`src/rtl/fb_pkg.sv`:
```
// fb_pkg: shared constants and types for the framebuffer VGA scanout.
// Holds the framebuffer geometry, the 640x480@60 Hz timing defaults with the
// derived totals and sync windows, the RGB444 colour type and the helper that
// maps a (row, col) cell coordinate to its framebuffer bit index.
package fb_pkg;

    // Framebuffer geometry: 40 x 30 cells, each scaled to a 2^CELL_SHIFT pixel square.
    localparam int FB_COLS    = 40;
    localparam int FB_ROWS    = 30;
    localparam int FB_BITS    = 1200;
    localparam int CELL_SHIFT = 4;

    // Horizontal timing in pixels.
    localparam int H_VISIBLE = 640;
    localparam int H_FP      = 16;
    localparam int H_SYNC    = 96;
    localparam int H_BP      = 48;
    localparam int H_TOTAL   = H_VISIBLE + H_FP + H_SYNC + H_BP;

    // Vertical timing in lines.
    localparam int V_VISIBLE = 480;
    localparam int V_FP      = 10;
    localparam int V_SYNC    = 2;
    localparam int V_BP      = 33;
    localparam int V_TOTAL   = V_VISIBLE + V_FP + V_SYNC + V_BP;

    // Inclusive sync windows (656..751 and 490..491 with the defaults).
    localparam int H_SYNC_START = H_VISIBLE + H_FP;
    localparam int H_SYNC_END   = H_SYNC_START + H_SYNC - 1;
    localparam int V_SYNC_START = V_VISIBLE + V_FP;
    localparam int V_SYNC_END   = V_SYNC_START + V_SYNC - 1;

    typedef struct packed {
        logic [3:0] r;
        logic [3:0] g;
        logic [3:0] b;
    } rgb444_t;

    localparam rgb444_t FG_COLOR    = 12'hFFF;
    localparam rgb444_t BG_COLOR    = 12'h000;
    localparam rgb444_t BLANK_COLOR = 12'h000;

    // Row-major cell index, kept 11 bits wide so row*40+col never truncates.
    function automatic logic [10:0] cell_index(input logic [4:0] row, input logic [5:0] col);
        return ({6'd0, row} * 11'd40) + {5'd0, col};
    endfunction

endpackage

```
`src/rtl/fb_vga_scanout_timing.sv`:
```
// vga_timing: pixel-rate timebase for the VGA scanout.
// Ports:
//   clock, reset        system clock, asynchronous active-high reset
//   pix_en              25 MHz enable, toggles every clock, first high on the
//                       second clock after reset release
//   h_count, v_count    current beam position (advance on pix_en only)
//   vga_hs, vga_vs      registered active-low syncs, one pixel tick behind counters
//   active              combinational: counters are inside the visible window
//   snap                combinational one-clock strobe on the last pixel tick of
//                       the last visible line
module vga_timing
    import fb_pkg::*;
#(
    parameter int P_H_VISIBLE = H_VISIBLE,
    parameter int P_H_FP      = H_FP,
    parameter int P_H_SYNC    = H_SYNC,
    parameter int P_H_BP      = H_BP,
    parameter int P_V_VISIBLE = V_VISIBLE,
    parameter int P_V_FP      = V_FP,
    parameter int P_V_SYNC    = V_SYNC,
    parameter int P_V_BP      = V_BP
) (
    input  logic       clock,
    input  logic       reset,
    output logic       pix_en,
    output logic [9:0] h_count,
    output logic [9:0] v_count,
    output logic       vga_hs,
    output logic       vga_vs,
    output logic       active,
    output logic       snap
);

    localparam int P_H_TOTAL = P_H_VISIBLE + P_H_FP + P_H_SYNC + P_H_BP;
    localparam int P_V_TOTAL = P_V_VISIBLE + P_V_FP + P_V_SYNC + P_V_BP;

    localparam logic [9:0] H_LAST   = 10'(P_H_TOTAL - 1);
    localparam logic [9:0] V_LAST   = 10'(P_V_TOTAL - 1);
    localparam logic [9:0] H_VIS    = 10'(P_H_VISIBLE);
    localparam logic [9:0] V_VIS    = 10'(P_V_VISIBLE);
    localparam logic [9:0] V_VIS_L  = 10'(P_V_VISIBLE - 1);
    localparam logic [9:0] HS_START = 10'(P_H_VISIBLE + P_H_FP);
    localparam logic [9:0] HS_END   = 10'(P_H_VISIBLE + P_H_FP + P_H_SYNC - 1);
    localparam logic [9:0] VS_START = 10'(P_V_VISIBLE + P_V_FP);
    localparam logic [9:0] VS_END   = 10'(P_V_VISIBLE + P_V_FP + P_V_SYNC - 1);

    logic       pix_en_r;
    logic [9:0] h_count_r;
    logic [9:0] v_count_r;
    logic       hs_r;
    logic       vs_r;
    logic       h_end_s;
    logic       v_end_s;
    logic       hs_n_s;
    logic       vs_n_s;

    assign h_end_s = (h_count_r == H_LAST);
    assign v_end_s = (v_count_r == V_LAST);

    // Sync decode from the current counter value; registered below.
    always_comb begin
        hs_n_s = 1'b1;
        vs_n_s = 1'b1;
        if ((h_count_r >= HS_START) && (h_count_r <= HS_END)) begin
            hs_n_s = 1'b0;
        end else begin
            hs_n_s = 1'b1;
        end
        if ((v_count_r >= VS_START) && (v_count_r <= VS_END)) begin
            vs_n_s = 1'b0;
        end else begin
            vs_n_s = 1'b1;
        end
    end

    // Divide-by-two pixel enable.
    always_ff @(posedge clock or posedge reset) begin
        if (reset) begin
            pix_en_r <= 1'b0;
        end else begin
            pix_en_r <= ~pix_en_r;
        end
    end

    // Beam counters: h wraps at end of line, v steps on each h wrap.
    always_ff @(posedge clock or posedge reset) begin
        if (reset) begin
            h_count_r <= 10'd0;
            v_count_r <= 10'd0;
        end else if (pix_en_r) begin
            if (h_end_s) begin
                h_count_r <= 10'd0;
                if (v_end_s) begin
                    v_count_r <= 10'd0;
                end else begin
                    v_count_r <= v_count_r + 10'd1;
                end
            end else begin
                h_count_r <= h_count_r + 10'd1;
            end
        end
    end

    // Registered syncs, sampled on the same tick as the RGB register in the top.
    always_ff @(posedge clock or posedge reset) begin
        if (reset) begin
            hs_r <= 1'b1;
            vs_r <= 1'b1;
        end else if (pix_en_r) begin
            hs_r <= hs_n_s;
            vs_r <= vs_n_s;
        end
    end

    assign pix_en  = pix_en_r;
    assign h_count = h_count_r;
    assign v_count = v_count_r;
    assign vga_hs  = hs_r;
    assign vga_vs  = vs_r;
    assign active  = (h_count_r < H_VIS) && (v_count_r < V_VIS);
    assign snap    = pix_en_r && h_end_s && (v_count_r == V_VIS_L);

endmodule

```
`src/rtl/fb_vga_scanout.sv`:
```
// fb_vga_scanout: scans a 40x30 monochrome framebuffer out as 640x480@60 Hz VGA.
// Each cell becomes a square of 2^CELL_SHIFT pixels. The framebuffer is copied
// into a shadow register once per frame, on the last pixel tick of the last
// visible line, so content changes never tear mid-frame; frame_tick marks that copy.
// Ports:
//   clock, reset         50 MHz clock, asynchronous active-high reset
//   framebuffer[1199:0]  cell bitmap, bit[row*40+col], synchronous to clock
//   vga_hs, vga_vs       active-low syncs
//   vga_r/g/b[3:0]       RGB444 pixel, forced to 0 during blanking
//   frame_tick           one-clock pulse per frame, at snapshot time
module fb_vga_scanout
    import fb_pkg::*;
#(
    parameter int      P_CELL_SHIFT = CELL_SHIFT,
    parameter int      P_H_VISIBLE  = H_VISIBLE,
    parameter int      P_H_FP       = H_FP,
    parameter int      P_H_SYNC     = H_SYNC,
    parameter int      P_H_BP       = H_BP,
    parameter int      P_V_VISIBLE  = V_VISIBLE,
    parameter int      P_V_FP       = V_FP,
    parameter int      P_V_SYNC     = V_SYNC,
    parameter int      P_V_BP       = V_BP,
    parameter rgb444_t P_FG_COLOR   = FG_COLOR,
    parameter rgb444_t P_BG_COLOR   = BG_COLOR
) (
    input  logic                 clock,
    input  logic                 reset,
    input  logic [FB_BITS-1:0]   framebuffer,
    output logic                 vga_hs,
    output logic                 vga_vs,
    output logic [3:0]           vga_r,
    output logic [3:0]           vga_g,
    output logic [3:0]           vga_b,
    output logic                 frame_tick
);

    logic               pix_en_s;
    logic [9:0]         h_count_s;
    logic [9:0]         v_count_s;
    logic               active_s;
    logic               snap_s;
    logic [5:0]         col_s;
    logic [4:0]         row_s;
    logic [10:0]        cell_idx_s;
    logic               cell_bit_s;
    rgb444_t            rgb_next_s;
    rgb444_t            rgb_r;
    logic [FB_BITS-1:0] shadow_r;
    logic               frame_tick_r;

    vga_timing #(
        .P_H_VISIBLE (P_H_VISIBLE),
        .P_H_FP      (P_H_FP),
        .P_H_SYNC    (P_H_SYNC),
        .P_H_BP      (P_H_BP),
        .P_V_VISIBLE (P_V_VISIBLE),
        .P_V_FP      (P_V_FP),
        .P_V_SYNC    (P_V_SYNC),
        .P_V_BP      (P_V_BP)
    ) u_timing (
        .clock   (clock),
        .reset   (reset),
        .pix_en  (pix_en_s),
        .h_count (h_count_s),
        .v_count (v_count_s),
        .vga_hs  (vga_hs),
        .vga_vs  (vga_vs),
        .active  (active_s),
        .snap    (snap_s)
    );

    // Cell coordinates are the counters with the intra-cell bits dropped; the
    // truncation is exact inside the visible window, which is all that matters.
    assign col_s      = 6'(h_count_s >> P_CELL_SHIFT);
    assign row_s      = 5'(v_count_s >> P_CELL_SHIFT);
    assign cell_idx_s = cell_index(row_s, col_s);

    // Cell lookup and colour mux; out-of-range indices only occur in blanking.
    always_comb begin
        cell_bit_s = 1'b0;
        rgb_next_s = BLANK_COLOR;
        if (cell_idx_s < 11'(FB_BITS)) begin
            cell_bit_s = shadow_r[cell_idx_s];
        end else begin
            cell_bit_s = 1'b0;
        end
        if (active_s) begin
            rgb_next_s = cell_bit_s ? P_FG_COLOR : P_BG_COLOR;
        end else begin
            rgb_next_s = BLANK_COLOR;
        end
    end

    // Shadow copy of the framebuffer, refreshed once per frame.
    always_ff @(posedge clock or posedge reset) begin
        if (reset) begin
            shadow_r <= {FB_BITS{1'b0}};
        end else if (snap_s) begin
            shadow_r <= framebuffer;
        end
    end

    // Pixel register, aligned with the registered syncs.
    always_ff @(posedge clock or posedge reset) begin
        if (reset) begin
            rgb_r <= BLANK_COLOR;
        end else if (pix_en_s) begin
            rgb_r <= rgb_next_s;
        end
    end

    // Frame tick follows the snapshot strobe for exactly one clock.
    always_ff @(posedge clock or posedge reset) begin
        if (reset) begin
            frame_tick_r <= 1'b0;
        end else begin
            frame_tick_r <= snap_s;
        end
    end

    assign vga_r      = rgb_r.r;
    assign vga_g      = rgb_r.g;
    assign vga_b      = rgb_r.b;
    assign frame_tick = frame_tick_r;

endmodule

```
`config.mk`:
```
export PLATFORM = sky130hd
export DESIGN_NAME = fb_vga_scanout
export DESIGN_NICKNAME = d
export VERILOG_FILES = /design/src/rtl/fb_pkg.sv /design/src/rtl/fb_vga_scanout_timing.sv /design/src/rtl/fb_vga_scanout.sv
export SDC_FILE = /design/constraint.sdc
export NUM_CORES = 2
export LEC_CHECK = 0
export ABC_AREA = 1
export BUFFER_PORTS_ARGS = -buffer_cell sky130_fd_sc_hd__buf_2
export CORE_AREA = 8 8 465 467
export CTS_BUF_LIST = sky130_fd_sc_hd__clkbuf_8
export CTS_CLUSTER_DIAMETER = 120
export DETAILED_ROUTE_END_ITERATION = 10
export DIE_AREA = 0 0 473 475
export PLACE_DENSITY = 0.46
export RECOVER_POWER = 25
export SLEW_MARGIN = 20
export SYNTH_ARGS = -nofsm -noshare
export SYNTH_HDL_FRONTEND = slang
export SYNTH_SLANG_ARGS = --single-unit
export TNS_END_PERCENT = 5
```
`constraint.sdc`:
```
create_clock -name clock -period 63.4 [get_ports clock]
set_input_delay 3.17 -clock clock [delete_from_list [all_inputs] [get_ports clock]]
set_output_delay 3.17 -clock clock [all_outputs]
set_load 0.01 [all_outputs]
```
==> impl_results.md <==
* WHS Endpoint: shadow_r[303]
* PostCTS Resize Cnt at 0
* Kind of end point of the critical path: flop
* Drt initial violations at 5001
* Max frequency at 75.1 MHz
* Synth area leaders: dfrtp_1 (52%), nand2_1 (20%), nor2_1 (5.5%), nand3_1 (3.6%), inv_1 (3.5%)
* Post-DP HPWL at 188000 µm
* Fin. Hold Viols at 0
* Worst VDD drop at 0.0000210 V
* Pin count of the biggest net entering global routing at 217
* Drt via density at 4.69
* Mapped cell area at 58300 µm²
* CTS tree: done
* CTS HTree Levels at 4
* Outcome: finished, violations left
* DIE HEIGHT at 475 µm
* Largest area contributor in the netlist: dfrtp_1
* Vias in the first global route at 56.2k
* First-pass GRT wire length at 387000 µm
* Worst-Margin Slew at 8.31 ns
* Drt pass-1 iters at 6
* Reg2Reg Setup Slack at 50.09 ns
* Clk root buf: clkbuf_8
* Min-delay src: shadow_r[303]
* NumNets Final at 9888
* Initial antenna violation count at 50
* DRC viols at 0
* Via count at 54.8k
* Hold_buf cts at 0
* Syn nets at 8833
* Crit path max fanout at 108
* Number of synthesized flops with an enable pin at 0
* Bufs on Longest Clock Path at 3
* Failing checks: capacitance limit, slew limit
* Post-Route WL at 270000 µm
* Area delta synth->final at 20.4%
* Max_slew headroom at -4.54
* CP required at 64.26 ns
* RSZ-0062 raised after global routing: false
* IO Count at 1217
* Clock-pin slew on the worst setup and hold paths at 0.06 ns
* Clk sinks at 1225
* Worst-Skew Late Latency at 0.98 ns
* Die X at 473 µm
* Post-layout minimum cycle time at 13.31 ns
* Die area at 225000 µm²
* Routed len/inst at 23.1 µm
* Core footprint at 209000 µm²
* Multi-input logic area at 22600 µm²
* Async S/R FF share, synth at 1.00
* Post-DRT Antenna Nets at 0
* PortBufs at 1216
* RD Place Congestion at 0.864
* Ys flop type: dfrtp_1
* Max-Cap Viols at 17
* Synth cell count leaders: nand2_1 (3091), dfrtp_1 (1223), nor2_1 (859)
* Initial Utilization at 0.280
* Dpl cell area at 65800 µm²
* Hold crit path type: flop to flop
* Worst R2R Path Depth at 14
* Total setup buffers inserted after CTS at 0
* R2r endpoint: shadow_r[527]
* Worst reg2reg startpoint: u_timing.h_count[4]
* CTS Buf Count at 224
* Pwr per Cell Area at 23.0 nW/µm²
* Synth cell types at 47
* Register area share after synthesis at 0.526
* Critical path data arrival time at 14.18 ns
* Register area at 30700 µm²
* Mean Syn Cell Area at 7.66 µm²
* Most common cell in the netlist: nand2_1
* Fraction of layout cells with a size suffix above 1 at 0.191
* Sum of negative setup slack at 0 ns
* LEAKAGE at 34.0 nW
* Grt ovf at 0
* Fillers at 22.7k
* FF+latch count, synth at 1225
* Yosys synthesis warning count at 0
* CP startpoint kind: flop
* Worst Skew at 0.0497 ns
* Post-synth top area share at 0.525
* Final setup viols at 0
* Final instance area at 70200 µm²
* Worst hold stages at 2
* All-Layer GR Usage at 0.231
* Gate Count Post-Synth at 7615
* FP Rows at 168
* Crit path kind: flop to flop
* Period utilisation layout at 0.210
* Slew Viols, Final at 1011
* Hold_ws at 0.471 ns
layout by cell type, fill, tap and decap left out, types with 29 or more instances in the layout:
cell type  count
o21ai_1      224
nand3_1      415
o21ai_2       29
a22oi_1       33
buf_4         63
o21ai_0      293
inv_1        641
dfrtp_1     1221
nand4_1       70
nor2_1       856
nand2_1     3090
clkbuf_8     282
buf_2       1216
a21oi_1      203
area by class of cell:
type                    instances  share of cell area
clock buffers                 282              0.0553
repair buffers               1301              0.0966
inverters                     559              0.0301
diodes                         27            0.000962
clock inverters               115             0.00807
well taps                    2805              0.0500
flip-flops and latches       1225               0.437
multi-input cells            5359               0.322
power by group:
group | internal (mW) | switching, mW | total, mW | leakage [nW]
clock | 0.401 | 0.358 | 0.759 | 2.62
combinational | 0.0270 | 0.0470 | 0.0741 | 20.5
sequential | 0.782 | 0 | 0.782 | 10.8
total | 1.21 | 0.405 | 1.62 | 34.0
layer usage:
layer | part of all wire | global-route usage | vias to the layer above
met5 | 0.00027 | 0 | -
met4 | 0.035 | 0.0808 | 12
met3 | 0.062 | 0.0477 | 401
met2 | 0.47 | 0.382 | 2018
met1 | 0.43 | 0.300 | 26600
li1 | - | - | 25800
cell families after synthesis:
group / share of synthesized area
adder cells (fa/ha/maj): 0.00369
flip-flops: 0.526
buffers and inverters: 0.0875
AO/OA/AOI/OAI: 0.0772
XOR/XNOR: 0.00135
AND/OR/NAND/NOR: 0.305
flip-flops by register name (all words and copies together) (netlist names):
| signal | cells |
|---|---|
| u_timing.h_count | 10 |
| frame_tick | 1 |
| u_timing.pix_en | 1 |
| u_timing.v_count | 10 |
| u_timing.vga_vs | 1 |
| vga_r | 1 |
| u_timing.vga_hs | 1 |
| shadow_r | 1200 |
worst max-delay path by stage:
stage / cells past startpoint / to / startpoint
2_1_floorplan: 1 / frame_tick / reset
3_3_place_gp: 14 / shadow_r[586] / u_timing.h_count[4]
3_5_place_dp: 14 / shadow_r[517] / u_timing.h_count[4]
4_1_cts: 14 / shadow_r[517] / u_timing.h_count[4]
5_1_grt: 3 / u_timing.h_count[5] / reset
6_report: 14 / shadow_r[527] / u_timing.h_count[4]
worst max-delay path, cell delays in order (launching register included):
cell and delay, ns:
dfrtp_1 1.77, nand2_1 2.67, nor3_1 0.75, nand2_1 0.17
nor2_1 0.16, inv_1 0.13, nor4_1 0.33, nor3b_1 0.23
clkbuf_1 2.88, buf_4 1.02, buf_4 0.94, buf_4 0.89
buf_6 0.72, nand2_1 0.14, o21ai_1 0.11
through the flow:
step | util | worst slack, ns | std cells | total power [mW]
floorplan | - | 25.72 | 7615 | 0.809
global placement | 0.315 | 56.05 | 11200 | 0.873
detailed placement | 0.315 | 55.93 | 11200 | 0.872
CTS | 0.337 | 55.88 | 11600 | 1.64
global route | 0.337 | 47.94 | 11700 | 1.67
finish | 0.337 | 50.09 | 11700 | 1.62
Power figures use the tool's default switching activity.
